===== config.mk =====
export PLATFORM = sky130hd
export DESIGN_NAME = sipo_deserializer
export DESIGN_NICKNAME = d
export VERILOG_FILES = /design/src/rtl/sipo_deserializer_pkg.sv /design/src/rtl/sipo_shift_core.sv /design/src/rtl/sipo_deserializer.sv
export SDC_FILE = /design/constraint.sdc
export NUM_CORES = 1
export LEC_CHECK = 0
export ABC_AREA = 1
export CORE_AREA = 2 2 39 41
export CTS_BUF_LIST = sky130_fd_sc_hd__clkbuf_8
export CTS_CLUSTER_SIZE = 8
export DETAILED_ROUTE_END_ITERATION = 8
export DIE_AREA = 0 0 41 43
export SYNTH_ARGS = -nofsm -noshare
export SYNTH_HDL_FRONTEND = slang
export SYNTH_HIERARCHICAL = 1
export SYNTH_SLANG_ARGS = --single-unit
export TNS_END_PERCENT = 50

===== constraint.sdc =====
create_clock -name clk -period 1.9 [get_ports clk]
set_input_delay 0.38 -clock clk [delete_from_list [all_inputs] [get_ports clk]]
set_output_delay 0.38 -clock clk [all_outputs]
set_load 0.03 [all_outputs]

===== src/rtl/sipo_deserializer_pkg.sv =====
// Shared constants and types for the serial-in/parallel-out deserializer.
// Holds the default word width, counter-width helper and bit-order encoding.
package sipo_deserializer_pkg;

    localparam int DEFAULT_N = 4;

    typedef enum logic {
        ORDER_LSB_FIRST = 1'b0,
        ORDER_MSB_FIRST = 1'b1
    } bit_order_e;

    // Width of a counter holding 0..n-1, never narrower than one bit.
    function automatic int cnt_width(input int n);
        return (n <= 2) ? 1 : $clog2(n);
    endfunction

endpackage


===== src/rtl/sipo_shift_core.sv =====
// Shift register and bit-position counter; flags the edge that completes a word
// and presents the assembled word (including the bit captured on that edge).
module sipo_shift_core
    import sipo_deserializer_pkg::*;
#(
    parameter int N         = DEFAULT_N,
    parameter bit MSB_FIRST = 1'b1,
    localparam int CW       = cnt_width(N)
) (
    input  logic          clk,
    input  logic          rst,
    input  logic          serial_in,
    input  logic          serial_en,
    input  logic          sync_clr,
    output logic          word_done,
    output logic [N-1:0]  word,
    output logic [CW-1:0] bit_cnt
);

    localparam bit_order_e ORDER = MSB_FIRST ? ORDER_MSB_FIRST : ORDER_LSB_FIRST;

    logic [N-1:0]  sreg;
    logic [N-1:0]  shift_next;
    logic [CW-1:0] cnt;
    logic          capture;

    generate
        if (ORDER == ORDER_MSB_FIRST) begin : g_msb
            assign shift_next = {sreg[N-2:0], serial_in};
        end else begin : g_lsb
            assign shift_next = {serial_in, sreg[N-1:1]};
        end
    endgenerate

    assign capture   = serial_en & ~sync_clr;
    assign word_done = capture & (cnt == CW'(N - 1));
    // Word is taken from the next-state value so it is usable on the completing edge.
    assign word      = shift_next;
    assign bit_cnt   = cnt;

    always_ff @(posedge clk or negedge rst) begin
        if (!rst) begin
            sreg <= '0;
            cnt  <= '0;
        end else if (sync_clr) begin
            cnt <= '0;
        end else if (serial_en) begin
            sreg <= shift_next;
            cnt  <= word_done ? '0 : cnt + CW'(1);
        end
    end

endmodule


===== src/rtl/sipo_deserializer.sv =====
// Serial-to-parallel deserializer: one-word holding buffer with valid/ready
// output handshake and a sticky overrun flag for words dropped while full.
module sipo_deserializer
    import sipo_deserializer_pkg::*;
#(
    parameter int N         = DEFAULT_N,
    parameter bit MSB_FIRST = 1'b1,
    localparam int CW       = cnt_width(N)
) (
    input  logic          clk,
    input  logic          rst,
    input  logic          serial_in,
    input  logic          serial_en,
    input  logic          sync_clr,
    input  logic          ovr_clr,
    input  logic          data_ready,
    output logic [N-1:0]  data_out,
    output logic          data_valid,
    output logic [CW-1:0] bit_cnt,
    output logic          overrun
);

    logic         word_done;
    logic [N-1:0] word;
    logic         xfer;
    logic         load;
    logic         drop;

    sipo_shift_core #(
        .N         (N),
        .MSB_FIRST (MSB_FIRST)
    ) u_core (
        .clk       (clk),
        .rst       (rst),
        .serial_in (serial_in),
        .serial_en (serial_en),
        .sync_clr  (sync_clr),
        .word_done (word_done),
        .word      (word),
        .bit_cnt   (bit_cnt)
    );

    assign xfer = data_valid & data_ready;
    assign load = word_done & (~data_valid | data_ready);
    assign drop = word_done & data_valid & ~data_ready;

    always_ff @(posedge clk or negedge rst) begin
        if (!rst) begin
            data_out   <= '0;
            data_valid <= 1'b0;
        end else if (load) begin
            data_out   <= word;
            data_valid <= 1'b1;
        end else if (xfer) begin
            data_valid <= 1'b0;
        end
    end

    // A drop on the same edge as a clear wins so no overrun event is lost.
    always_ff @(posedge clk or negedge rst) begin
        if (!rst) begin
            overrun <= 1'b0;
        end else if (drop) begin
            overrun <= 1'b1;
        end else if (ovr_clr) begin
            overrun <= 1'b0;
        end
    end

endmodule


Yosys cells after proc, flatten, opt, wreduce, memory -nomap -nowiden
Cells that the tools add are included.
- add/sub/neg operators: 1
- equality and inequality tests: 1
- mux-type cells: 7
- bitwise logic cells: 10
- reductions and logical operators: 4
- operators with widths (cell ; number):
    AND 1 bit ; 6
    two-way mux 2 bit ; 3
    nonzero test 2 bit ; 3
    two-way mux 1 bit ; 4
    NOT 1 bit ; 3
    adder 2 x 1 -> 2 bit, second input constant ; 1
    equality test 2 bit, second input constant ; 1
    AND reduction 2 bit ; 1
    OR 1 bit ; 1
- register bits: 11
- input port bits: 7
- output and inout bits: 8
- logic and storage cells: 28

Longest topological paths before layout
Gate-level depths: netlist of the first run.
- depth in word-level cells: 6
- gate-level depth with buffers: 6
- depth with buffers taken out: 6

Modules after synthesis
The synthesis of the first run kept the hierarchy.
- modules (own cells, without submodules) (module ; times used ; cells each ; area an instance (sq um) ; seq. area each (sq um)):
    sipo_shift_core ; 1 ; 30 ; 236.5 ; 125.1
    sipo_deserializer ; 1 ; 25 ; 234.0 ; 150.1

Worst setup path after synthesis of the first run
Ideal clock, no wire load.
- kind: register to register
- start: register u_core.cnt[0], in the netlist u_core/bit_cnt[0]
- end: register data_out[0]
- setup time: 0.118 ns
- arrival: 1.271 ns
- data required time: 1.782 ns
- path slack: 0.512 ns
- stages on the path, launching flop included: 7
- buffers on the path: 0
- clock period less this slack: 1.388 ns
- cell sequence: dfrtp_1 ha_1 inv_1 nor2_1 nand2_2 nand2_1 nand2_1
- longest elaborated chain between the ends: 3
- RTL lines (what ; RTL line ; RTL):
    start, declared ; sipo_shift_core.sv:24 ; logic [CW-1:0] cnt;
    start signal, assigned ; sipo_shift_core.sv:49 ; cnt <= word_done ? '0 : cnt + CW'(1);
    equality test 2 bit ; sipo_shift_core.sv:36 ; assign word_done = capture & (cnt == CW'(N - 1));
    AND 1 bit ; sipo_shift_core.sv:36 ;
    via word_done ; sipo_deserializer.sv:23 ; logic word_done;
    AND 1 bit ; sipo_deserializer.sv:44 ; assign load = word_done & (~data_valid | data_ready);
    end signal, assigned ; sipo_deserializer.sv:52 ; data_out <= word;
    end, declared ; sipo_deserializer.sv:17 ; output logic [N-1:0] data_out,
The timed path passes the listed nets, and every way through them passes these cells.
A chain may end at the register's enable or synchronous reset.

Final worst setup path of the first run
- start: register u_core.cnt[0], in the netlist u_core/bit_cnt[0]
- end: output port bit_cnt[0]
- RTL lines (what ; RTL line ; RTL):
    end, declared ; sipo_deserializer.sv:19 ; output logic [CW-1:0] bit_cnt,
No word-level cell between the ends.

==> results.ini, run 1 <==
[setup_path]
required_ns=1.52
cp-start-kind=flip-flop
worstPathMaxFanout=4
crit_path_cell_trace=clkdlybuf4s50_1
crit_path_top_delay_cell=sky130_fd_sc_hd__clkdlybuf4s50_1
capture_instance_of_the_worst_register_to_register_path=data_out[2]
critical_path.n_buffers_inverters=1
critical_path_type=flip-flop to output port
cp_top_family=buffers and inverters
r2r_slack_ns=0.74
timing.critical_path.slowest_cell_delay_ns=0.68
timing.rr.start=u_core/bit_cnt[0]
worst_ep_arrival_time_ns=1.30
setup.worst_path.end_class=output port
timing.reg2reg.worst_path_depth=7

[cells_and_area]
ant_diodes=0
layout.nets=83
area_delta_synth_final_pct=45.2
post_route_cells_drive_above_1_share_pct=10.8

[route]
dr.first_iter.drc_count=0
drt_wl_total_um=830
vias=383
antenna_left=0
wire_per_inst_um=9.22
pre_repair_dr_iteration_count=1
routed_via_density=4.26
drc=0

[sta]
worst_slew_pin_slew_ns=0.484
grt_setup_unrepaired=false
timing_max_transition_violations_final=0
setup_tns_ns=0
fmaxAchievable_mhz=597
period_needed_ns=1.68
slew-limit-headroom_pct=67.6
hold_viol_final=0
hold-worst-slack_ns=0.467
layout_worst_path_cycle_share_pct=88.2
setup_viol=0
clock-skew-final_ns=0.000455

[logic_synthesis]
postSynthNetCount=63
synthesized_flop_and_latch_total=11
netlist.top_cell.by_area=sky130_fd_sc_hd__dfrtp_1
post_synth.cell_area_avg_um2=8.55
synth.top_cell.area_share_pct=58.5
yosys_warnings=6
synth_cells=55
syn_area_um2=470
synth_seq_area_share_pct=58.5
post_synth_num_cell_types=10
synth_top_cells_by_area=sky130_fd_sc_hd__dfrtp_1, sky130_fd_sc_hd__nand2_1, sky130_fd_sc_hd__nand3_1

[placed_design]
port_buffers=14
globalplace.congestion=0.787
detailed_place_hpwl_um=642

[clock_network]
clock_network_latency_to_the_later_pin_of_the_worst_skew_pair_ns=0.23
cts.clk_slew.worst_paths_ns=0.05
clock_buffers_created_by_tritoncts=3
post-cts-setup-buffers=0
ctsRootBufferMaster=sky130_fd_sc_hd__clkbuf_8
post_cts_resize_count=0
tritoncts_clock_tree=done
cts_hold_repair.buffers=0
cts.path.max_buffers=2
cts-htree-levels=1
cts_sinks=11

[grt]
global_route_wire_length_before_repair_um=1370
number_of_antenna_violations_at_the_first_check_in_global_routing=0
grt_usage_pct=11.7
grt_pass1_vias=343
grt-ovfl-total=0
grt_start_max_net_pins=12

[die]
die_w_um=41
core_um2=1380
die_height_um=43
number_of_ports_placed_on_the_die_boundary=15
num_rows=14
die_area_um2=1760
starting_utilization_of_the_core_area_pct=34.0

[power]
fin_total_pwr_uw=613
power.static_leakage_uw=0.000356
vdd_ir_drop_max_mv=0.435
power.density_nw_per_um2=898

[job]
drv.max_cap_violation_count=0

[min_path]
worstHoldPathType=flip-flop to flip-flop
hold-path-cell-count=2
hold_path_startpoint=data_out[1]
min_delay_worst_endpoint=data_out[1]

[run_status]
run_status=complete, no violations

-- area by class of cell --
class	instances	area, µm²
clock buffer	3	41.3
clock inverter	1	3.75
fill	141	701
inverter	5	18.8
multi-input combinational	38	169
sequential	11	275
tap	16	20.0
timing repair buffer	16	155
-- worst min-delay path: cells and delay by family (launching register included) --
kind          cells  cell delay, ns
simple gates      2            0.09
flops             1            0.34
-- metal layers --
metal / GRT usage, % / share of wire (%) / vias up
met1: 15.5 / 47 / 165
met5: 0 / 0 / -
met4: 8.00 / 0 / 0
li1: - / - / 211
met2: 15.9 / 48 / 7
met3: 3.14 / 4.7 / 0
-- cells in the mapped netlist --
cell	number
sky130_fd_sc_hd__inv_1	4
sky130_fd_sc_hd__ha_1	1
sky130_fd_sc_hd__buf_4	1
sky130_fd_sc_hd__nand3_1	9
sky130_fd_sc_hd__nand2_2	2
sky130_fd_sc_hd__nand2_1	21
sky130_fd_sc_hd__o21ai_0	1
sky130_fd_sc_hd__inv_2	1
sky130_fd_sc_hd__dfrtp_1	11
sky130_fd_sc_hd__nor2_1	4
-- how the worst max path moves through the flow --
stage                      startpoint           to  slack, ns  cells after the start
floorplan           u_core/bit_cnt[0]  data_out[0]       0.51                      6
global placement             sync_clr  data_out[3]       0.24                      8
detailed placement           sync_clr  data_out[3]       0.25                      8
CTS                 u_core/bit_cnt[0]   bit_cnt[0]       0.21                      1
global route        u_core/bit_cnt[0]   bit_cnt[0]       0.17                      1
finish              u_core/bit_cnt[0]   bit_cnt[0]       0.22                      1
-- through the flow --
stage               util, %  worst slack [ns]  cell area (µm²)  instances
global placement       46.1             0.241              638         86
finish                 49.4             0.225              683         90
CTS                    49.4             0.212              683         90
floorplan                 -             0.512              470         55
global route           49.4             0.174              683         90
detailed placement     46.1             0.246              638         86
-- layout by cell type, fill, tap and decap left out --
| cell type | instances |
|---|---|
| sky130_fd_sc_hd__buf_4 | 2 |
| sky130_fd_sc_hd__clkbuf_8 | 3 |
| sky130_fd_sc_hd__clkdlybuf4s50_1 | 14 |
| sky130_fd_sc_hd__dfrtp_1 | 11 |
| sky130_fd_sc_hd__ha_1 | 1 |
| sky130_fd_sc_hd__inv_1 | 5 |
| sky130_fd_sc_hd__inv_2 | 1 |
| sky130_fd_sc_hd__nand2_1 | 21 |
| sky130_fd_sc_hd__nand2_2 | 2 |
| sky130_fd_sc_hd__nand3_1 | 9 |
| sky130_fd_sc_hd__nor2_1 | 4 |
| sky130_fd_sc_hd__o21ai_0 | 1 |
-- logic make-up after synthesis --
family / synth area share [%]
AND/OR/NAND/NOR: 32.2
adder cells (fa/ha/maj): 2.66
AO/OA/AOI/OAI: 1.06
buffers and inverters: 5.58
flip-flops: 58.5
-- sequential cells by signal (all words and copies together) (netlist names) --
signal,flops
data_out,4
u_core/sreg,3
u_core/bit_cnt,2
data_valid,1
overrun,1
-- where the power goes --
group	leakage [µW]	switching [µW]	total, µW	internal (µW)
registers	0.000147	15.6	276	261
logic	0.000182	65.1	117	51.8
clock network	0.0000269	79.2	220	141
total	0.000356	160	613	453
No activity file was read; power rests on OpenSTA's default activity.
==> run 2: changes to the inputs <==
- HOLD_SLACK_MARGIN: not set -> 0.05
==> results of run 2 <==
No change in the layout: final DEF, timing and power equal those of run 1.
